**config.mk**
```make
export PLATFORM = sky130hd
export DESIGN_NAME = free_list_flat
export DESIGN_NICKNAME = d
export VERILOG_FILES = /design/src/rtl/free_list_pkg.sv /design/src/rtl/free_list_if.sv /design/src/rtl/free_list_rrat.sv /design/src/rtl/free_list.sv /design/src/flat_wrapper.sv
export SDC_FILE = /design/constraint.sdc
export NUM_CORES = 2
export LEC_CHECK = 0
export CORE_MARGIN = 2
export CORE_UTILIZATION = 60
export DETAILED_ROUTE_END_ITERATION = 7
export PLACE_DENSITY = 0.87
export SETUP_SLACK_MARGIN = 0.02
export SLEW_MARGIN = 40
export SYNTH_ARGS = -nofsm -noshare
export SYNTH_HDL_FRONTEND = slang
export SYNTH_SLANG_ARGS = --single-unit
```
**constraint.sdc**
```tcl
create_clock -name clock -period 6.2 [get_ports clock]
set_input_delay 1.86 -clock clock [delete_from_list [all_inputs] [get_ports clock]]
set_output_delay 1.86 -clock clock [all_outputs]
set_load 0.05 [all_outputs]
```
**src/rtl/free_list_pkg.sv**
```systemverilog
// -----------------------------------------------------------------------------
// free_list_pkg
// Shared constants and types for the physical-register free list and its
// retirement map (RRAT).
//   WAYS  : superscalar width (dispatch and commit lanes)
//   PRF   : number of physical registers (power of two)
//   REGS  : number of architectural registers
//   prn_t : physical register index, arn_t : architectural register index
//   cnt_t : pointer / occupancy width, one bit wider than prn_t
// -----------------------------------------------------------------------------
`ifndef WAYS
`define WAYS 2
`endif
`ifndef PRF
`define PRF 64
`endif
`ifndef REGS
`define REGS 32
`endif

package free_list_pkg;

   localparam int WAYS  = `WAYS;
   localparam int PRF   = `PRF;
   localparam int REGS  = `REGS;
   localparam int PRN_W = $clog2(PRF);
   localparam int CNT_W = PRN_W + 1;
   localparam int ARN_W = 5;

   typedef logic [PRN_W-1:0] prn_t;
   typedef logic [ARN_W-1:0] arn_t;
   typedef logic [CNT_W-1:0] cnt_t;

   typedef enum logic {
      NORMAL  = 1'b0,
      RECOVER = 1'b1
   } fl_state_e;

   // Number of set lanes in a WAYS-wide mask.
   function automatic cnt_t popcount(input logic [WAYS-1:0] v);
      cnt_t n;
      n = '0;
      for (int i = 0; i < WAYS; i++) begin
         n = n + cnt_t'(v[i]);
      end
      return n;
   endfunction

endpackage

```
**src/rtl/free_list_if.sv**
```systemverilog
// -----------------------------------------------------------------------------
// free_list_if
// Bundles the dispatch (allocation), commit and recovery signals of the free
// list.
//   slave  : the free list itself
//   master : the rename/dispatch + ROB side driving it
// Signals:
//   alloc_req    lanes consuming free_PRN this cycle (contiguous from lane 0)
//   free_PRN     candidate free PRNs, free_valid marks the usable lanes
//   num_avail    current free count (0 while recovering)
//   commit_*     committed register-writing instructions from the ROB
//   proc_nuke    mispredict flush, recovering = rebuild in progress
//   rrat_out     committed ARN->PRN map
// -----------------------------------------------------------------------------
interface free_list_if;
   import free_list_pkg::*;

   logic [WAYS-1:0]  alloc_req;
   prn_t [WAYS-1:0]  free_PRN;
   logic [WAYS-1:0]  free_valid;
   cnt_t             num_avail;
   logic [WAYS-1:0]  commit_valid;
   arn_t [WAYS-1:0]  commit_ARN;
   prn_t [WAYS-1:0]  commit_PRN;
   logic             proc_nuke;
   logic             recovering;
   prn_t [REGS-1:0]  rrat_out;

   modport slave (
      input  alloc_req, commit_valid, commit_ARN, commit_PRN, proc_nuke,
      output free_PRN, free_valid, num_avail, recovering, rrat_out
   );

   modport master (
      output alloc_req, commit_valid, commit_ARN, commit_PRN, proc_nuke,
      input  free_PRN, free_valid, num_avail, recovering, rrat_out
   );

endinterface

```
**src/rtl/free_list_rrat.sv**
```systemverilog
// -----------------------------------------------------------------------------
// free_list_rrat
// Retirement map (ARN->PRN) plus a bitmask of PRNs currently held by it.
// For each committing lane it finds the PRN being overwritten, forwarding
// from earlier lanes of the same bundle that write the same ARN.
// Ports:
//   clock, reset        clock, asynchronous active-low reset
//   commit_en_i         commits are applied only when set
//   commit_valid_i      per-lane commit valid
//   commit_arn_i/prn_i  per-lane destination ARN / new PRN
//   old_prn_o           per-lane overwritten PRN (to be freed)
//   push_mask_o         lanes whose old_prn_o must be pushed to the free list
//   rrat_o              registered map
//   arch_used_o         registered set of PRNs held by the map
// -----------------------------------------------------------------------------
module free_list_rrat
   import free_list_pkg::*;
(
   input  logic              clock,
   input  logic              reset,
   input  logic              commit_en_i,
   input  logic [WAYS-1:0]   commit_valid_i,
   input  arn_t [WAYS-1:0]   commit_arn_i,
   input  prn_t [WAYS-1:0]   commit_prn_i,
   output prn_t [WAYS-1:0]   old_prn_o,
   output logic [WAYS-1:0]   push_mask_o,
   output prn_t [REGS-1:0]   rrat_o,
   output logic [PRF-1:0]    arch_used_o
);

   prn_t [REGS-1:0] rrat_q, rrat_d;
   logic [PRF-1:0]  used_q, used_d;
   logic [WAYS-1:0] lane_en;

   assign lane_en     = commit_en_i ? commit_valid_i : '0;
   assign push_mask_o = lane_en;
   assign rrat_o      = rrat_q;
   assign arch_used_o = used_q;

   // The youngest earlier lane writing the same ARN supplies the old PRN;
   // scanning j upward lets later matches override earlier ones.
   always_comb begin
      for (int i = 0; i < WAYS; i++) begin
         old_prn_o[i] = rrat_q[commit_arn_i[i]];
         for (int j = 0; j < i; j++) begin
            if (lane_en[j] && (commit_arn_i[j] == commit_arn_i[i])) begin
               old_prn_o[i] = commit_prn_i[j];
            end
         end
      end
   end

   // Lane order matters: a later lane's old PRN may be an earlier lane's new
   // PRN, so the clear must follow the earlier set.
   always_comb begin
      rrat_d = rrat_q;
      used_d = used_q;
      for (int i = 0; i < WAYS; i++) begin
         if (lane_en[i]) begin
            used_d[old_prn_o[i]]    = 1'b0;
            used_d[commit_prn_i[i]] = 1'b1;
            rrat_d[commit_arn_i[i]] = commit_prn_i[i];
         end
      end
   end

   always_ff @(posedge clock or negedge reset) begin
      if (!reset) begin
         for (int r = 0; r < REGS; r++) begin
            rrat_q[r] <= prn_t'(r);
         end
         for (int p = 0; p < PRF; p++) begin
            used_q[p] <= (p < REGS);
         end
      end else begin
         rrat_q <= rrat_d;
         used_q <= used_d;
      end
   end

endmodule

```
**src/rtl/free_list.sv**
```systemverilog
// -----------------------------------------------------------------------------
// free_list
// Physical-register free list with integrated retirement map. Supplies up to
// WAYS free PRNs per cycle to dispatch, reclaims overwritten PRNs at commit,
// and after a nuke rebuilds the list by scanning all PRNs not held by the
// retirement map (one PRN per cycle, PRF cycles).
// Ports:
//   clock  system clock
//   reset  asynchronous active-low reset
//   fl     free_list_if.slave (allocation, commit, nuke, map export)
// -----------------------------------------------------------------------------
module free_list
   import free_list_pkg::*;
(
   input  logic         clock,
   input  logic         reset,
   free_list_if.slave   fl
);

   fl_state_e       state_q, state_d;
   cnt_t            head_q, head_d;
   cnt_t            tail_q, tail_d;
   cnt_t            count_q, count_d;
   cnt_t            scan_q, scan_d;
   prn_t            buf_q [PRF];

   logic            normal;
   logic [WAYS-1:0] pop_mask;
   cnt_t            pops, pushes;
   prn_t [WAYS-1:0] old_prn;
   logic [WAYS-1:0] push_mask;
   prn_t [WAYS-1:0] wr_idx;
   logic [PRF-1:0]  arch_used;
   prn_t            scan_prn;

   // Pointers live in the low PRN_W bits; the top bit is kept clear.
   function automatic cnt_t wrap_ptr(input cnt_t v);
      return {1'b0, v[PRN_W-1:0]};
   endfunction

   assign normal   = (state_q == NORMAL);
   assign scan_prn = scan_q[PRN_W-1:0];

   free_list_rrat u_rrat (
      .clock          (clock),
      .reset          (reset),
      .commit_en_i    (normal),
      .commit_valid_i (fl.commit_valid),
      .commit_arn_i   (fl.commit_ARN),
      .commit_prn_i   (fl.commit_PRN),
      .old_prn_o      (old_prn),
      .push_mask_o    (push_mask),
      .rrat_o         (fl.rrat_out),
      .arch_used_o    (arch_used)
   );

   // Zero-cycle read of the next WAYS entries from head.
   always_comb begin
      for (int i = 0; i < WAYS; i++) begin
         fl.free_PRN[i]   = buf_q[head_q[PRN_W-1:0] + prn_t'(i)];
         fl.free_valid[i] = normal && (count_q > cnt_t'(i));
      end
   end

   assign fl.num_avail  = normal ? count_q : '0;
   assign fl.recovering = !normal;

   // Pushes are packed: each valid lane writes at tail plus its rank.
   always_comb begin
      prn_t off;
      off = '0;
      for (int i = 0; i < WAYS; i++) begin
         wr_idx[i] = tail_q[PRN_W-1:0] + off;
         off       = off + prn_t'(push_mask[i]);
      end
   end

   assign pop_mask = normal ? (fl.alloc_req & fl.free_valid) : '0;
   assign pops     = popcount(pop_mask);
   assign pushes   = popcount(push_mask);

   always_comb begin
      state_d = state_q;
      head_d  = head_q;
      tail_d  = tail_q;
      count_d = count_q;
      scan_d  = scan_q;
      case (state_q)
         NORMAL: begin
            if (fl.proc_nuke) begin
               // Commits of this cycle still reach the map; the list itself
               // is discarded and rebuilt from the map.
               head_d  = '0;
               tail_d  = '0;
               count_d = '0;
               scan_d  = '0;
               state_d = RECOVER;
            end else begin
               head_d  = wrap_ptr(head_q + pops);
               tail_d  = wrap_ptr(tail_q + pushes);
               count_d = count_q - pops + pushes;
            end
         end
         RECOVER: begin
            if (!arch_used[scan_prn]) begin
               tail_d  = wrap_ptr(tail_q + cnt_t'(1));
               count_d = count_q + cnt_t'(1);
            end
            scan_d = scan_q + cnt_t'(1);
            if (scan_q == cnt_t'(PRF - 1)) begin
               state_d = NORMAL;
            end
         end
         default: state_d = NORMAL;
      endcase
   end

   always_ff @(posedge clock or negedge reset) begin
      if (!reset) begin
         state_q <= NORMAL;
         head_q  <= '0;
         tail_q  <= cnt_t'(PRF - REGS);
         count_q <= cnt_t'(PRF - REGS);
         scan_q  <= '0;
      end else begin
         state_q <= state_d;
         head_q  <= head_d;
         tail_q  <= tail_d;
         count_q <= count_d;
         scan_q  <= scan_d;
      end
   end

   always_ff @(posedge clock or negedge reset) begin
      if (!reset) begin
         for (int p = 0; p < PRF; p++) begin
            buf_q[p] <= prn_t'(p + REGS);
         end
      end else if (normal) begin
         for (int i = 0; i < WAYS; i++) begin
            if (push_mask[i]) begin
               buf_q[wr_idx[i]] <= old_prn[i];
            end
         end
      end else if (!arch_used[scan_prn]) begin
         buf_q[tail_q[PRN_W-1:0]] <= scan_prn;
      end
   end

endmodule

```
**src/flat_wrapper.sv**
```systemverilog
// flat-port wrapper written by rule: the top's interface ports become plain ports
module free_list_flat import free_list_pkg::*;
  (clock, reset, fl_alloc_req, fl_commit_valid, fl_commit_ARN, fl_commit_PRN, fl_proc_nuke, fl_free_PRN, fl_free_valid, fl_num_avail, fl_recovering, fl_rrat_out);
  free_list_if fl_i ();
  input  logic clock;
  input  logic reset;
  input wire logic [$bits(fl_i.alloc_req)-1:0] fl_alloc_req;
  input wire logic [$bits(fl_i.commit_valid)-1:0] fl_commit_valid;
  input wire logic [$bits(fl_i.commit_ARN)-1:0] fl_commit_ARN;
  input wire logic [$bits(fl_i.commit_PRN)-1:0] fl_commit_PRN;
  input wire logic [$bits(fl_i.proc_nuke)-1:0] fl_proc_nuke;
  output wire logic [$bits(fl_i.free_PRN)-1:0] fl_free_PRN;
  output wire logic [$bits(fl_i.free_valid)-1:0] fl_free_valid;
  output wire logic [$bits(fl_i.num_avail)-1:0] fl_num_avail;
  output wire logic [$bits(fl_i.recovering)-1:0] fl_recovering;
  output wire logic [$bits(fl_i.rrat_out)-1:0] fl_rrat_out;
  assign fl_i.alloc_req = fl_alloc_req;
  assign fl_i.commit_valid = fl_commit_valid;
  assign fl_i.commit_ARN = fl_commit_ARN;
  assign fl_i.commit_PRN = fl_commit_PRN;
  assign fl_i.proc_nuke = fl_proc_nuke;
  assign fl_free_PRN = fl_i.free_PRN;
  assign fl_free_valid = fl_i.free_valid;
  assign fl_num_avail = fl_i.num_avail;
  assign fl_recovering = fl_i.recovering;
  assign fl_rrat_out = fl_i.rrat_out;
  free_list u_core (.clock(clock), .reset(reset), .fl(fl_i));
endmodule
```
==> flow_summary.toml <==
[floorplanning]
die_h_um = 297.0
start_util = 0.6048
dieArea_um2 = 88190
rows = 107
core_area_um2 = 85150
ios = 243
die_w_um = 297.0

[sta]
grt_setup_unrepaired = "true"
finalMaxSlewViolations = 0
fin_ws_ns = -0.01684
relSlewSlack = 0.3584
holdWs_ns = 0.5138
worstMarginPinSlew_ns = 0.9603
hold_violations = 0
min_period_ns = 6.217
skew_ns = 0.05045
setup_viol_count_final = 1
fin_setup_tns_ns = -0.01684
max_freq_ghz = 0.1609
period_share = 1.003

[grt]
overflow = 0
grt_use_total = 0.4463
grt_use_met1 = 0.5750
use_met3 = 0.1765
grt_pass1_wl_um = 304100
gr-max-usage-layer = "met2"
grt_max_degree = 219
grt_use_met2 = 0.6303
antenna_found_initial = 5
grt_pass1_vias = 48350

[power_and_ir_drop]
peakVddDrop_mv = 0.3427
total_power_mw = 27.66
power.density_nw_per_um2 = 483.0
p_leak_nw = 21.59

[worst_setup_path]
path_cells = "buf_4, mux4_2, mux4_2, mux4_2, clkdlybuf4s50_1"
rr_worst_depth = 10
slowest_stage = "dfrtp_4"
cpMostUsedCell = "mux4_2"
crit_type = "flop to output port"
cp_data_required_time_ns = 4.34
critPathMaxFanout = 31
critPathMaxStageDelay_ns = 0.74
end_kind = "output port"
critPathTopFamily = "multiplexers"
arrival_ns = 4.36
crit_buf_inv = 2
cp_num_cells = 5
critPathLaunchType = "flop"

[run]
drv_cap = 0

[placed_design]
place.detailed.hpwl_um = 131400
portBuffers = 242
dpl_cell_area_um2 = 54570
gp_congestion = 1.048

[cells_and_area]
area_growth_syn_to_layout_pct = 11.22
drive_gt1_frac = 0.2075
nets = 5445
design_area_um2 = 57280

[run_status]
status = "finished, violations left"
violations = "negative setup slack"

[synth]
yosys-top-cells-area = "dfrtp_1 18%, mux4_2 16%, dfstp_2 16%, mux2i_1 11%, a211oi_1 6.7%"
synthCells = 5505
synth-edff-count = 0
ys.warnings.count = 0
synth_top_area_frac = 0.1754
synthTopCellsByCount = "724 x nor2_1, 566 x mux2i_1, 562 x a21oi_1"
synth.most_common_cell = "nor2_1"
ys_types = 70
synth_nets = 5567
async_flop_share = 1.000
seq_area_frac_synth = 0.3315
avgSynthCellArea_um2 = 9.355
yosysTopAreaCell = "dfrtp_1"
ys_ff_latch = 667
synth_ff_type = "dfrtp_1"
synthesis.area_um2 = 51500

[cts]
cts_root_buffer = "clkbuf_16"
cts_buffer_depth = 3
ctsHoldBuffers = 0
cts_sinks = 667
clk_latency_ns = 0.68
tritoncts = "built"
cts_buffers = 76
path_clk_slew_ns = 0.06
htreeDepth = 3

[routing]
via_count = 50330
ant_nets = 0
dr.pass1.iters = 8
remaining_drc_errors = 0
wire_per_inst_um = 30.48
vias_per_cell = 7.633
totalWireLength_um = 201000
drtIter0Drc = 8557

[hold_path]
hp-class = "flop to flop"
hold_depth = 1
[registers in the layout (all words and copies together), names as in the netlist]
name,cells
u_core.count_q,7
u_core.tail_q,6
u_core.u_rrat.arch_used_o,64
u_core.buf_q,384
u_core.fl.recovering,1
u_core.scan_q,7
u_core.u_rrat.rrat_o,192
u_core.head_q,6
[placed cells by master (no fill, tap or decap), types with 222 or more instances in the layout]
| master | Yosys | final |
|---|---|---|
| a211oi_1 | 457 | 457 |
| a21oi_1 | 562 | 562 |
| clkdlybuf4s50_1 | 0 | 222 |
| dfrtp_1 | 361 | 350 |
| dfstp_2 | 306 | 306 |
| mux2i_1 | 566 | 562 |
| mux4_2 | 363 | 363 |
| nand2_1 | 540 | 538 |
| nor2_1 | 724 | 709 |
| o21ai_0 | 268 | 268 |
[per-layer routing]
metal  part of all wire  routed length (µm)  up-vias
li1                   -                   -    20290
met1               0.34               68310    23940
met2               0.42               83760     4897
met3               0.17               33240     1192
met4              0.078               15610        4
met5            0.00037                  75        -
[final cells by class]
cell class | instances | area, µm²
fillers | 6349 | 27870
inverters | 22 | 82.58
clock buffers | 120 | 2227
clock inverters | 21 | 329.1
multi-input cells | 4202 | 32050
well taps | 1144 | 1431
repair buffers | 414 | 4046
diodes | 4 | 10.01
flip-flops and latches | 667 | 17100
[timing repair]
action	CTS	global route
buffers inserted	0	5
resized for setup	0	1
endpoints found under the setup margin	0	7
[logic make-up after synthesis]
group	synth area share
AND/OR/NAND/NOR	0.1436
AO/OA/AOI/OAI	0.1843
multiplexers	0.2754
flip-flops	0.3315
buffers and inverters	0.05085
XOR/XNOR	0.005612
adder cells (fa/ha/maj)	0.008601
[per-stage QoR]
stage | instances | utilization | worst slack (ns)
2_1_floorplan | 5505 | - | 0.8333
3_3_place_gp | 6439 | 0.6395 | 0.6680
3_5_place_dp | 6443 | 0.6409 | 0.5055
4_1_cts | 6584 | 0.6709 | 0.08594
5_1_grt | 6591 | 0.6726 | 0.01544
6_report | 6594 | 0.6727 | -0.01684
[power breakdown]
part	switching [mW]	internal, mW	total, mW
clock network	2.06	2.74	4.79
logic	7.82	6.18	14.0
registers	2.39	6.48	8.87
[worst paths after layout]
kind	from	slack, ns	end
worst max-delay path	u_core.head_q[1]	-0.02	fl_free_PRN[5]
worst max register to register	u_core.fl.recovering	1.77	u_core.buf_q[69]
min in group asynchronous	reset	1.15	u_core.u_rrat.arch_used_o[63]
worst min register to register	u_core.scan_q[6]	0.51	u_core.scan_q[6]
worst min-delay path	u_core.scan_q[6]	0.51	u_core.scan_q[6]
max in group asynchronous	reset	3.78	u_core.buf_q[320]
Power figures use the tool's default switching activity.
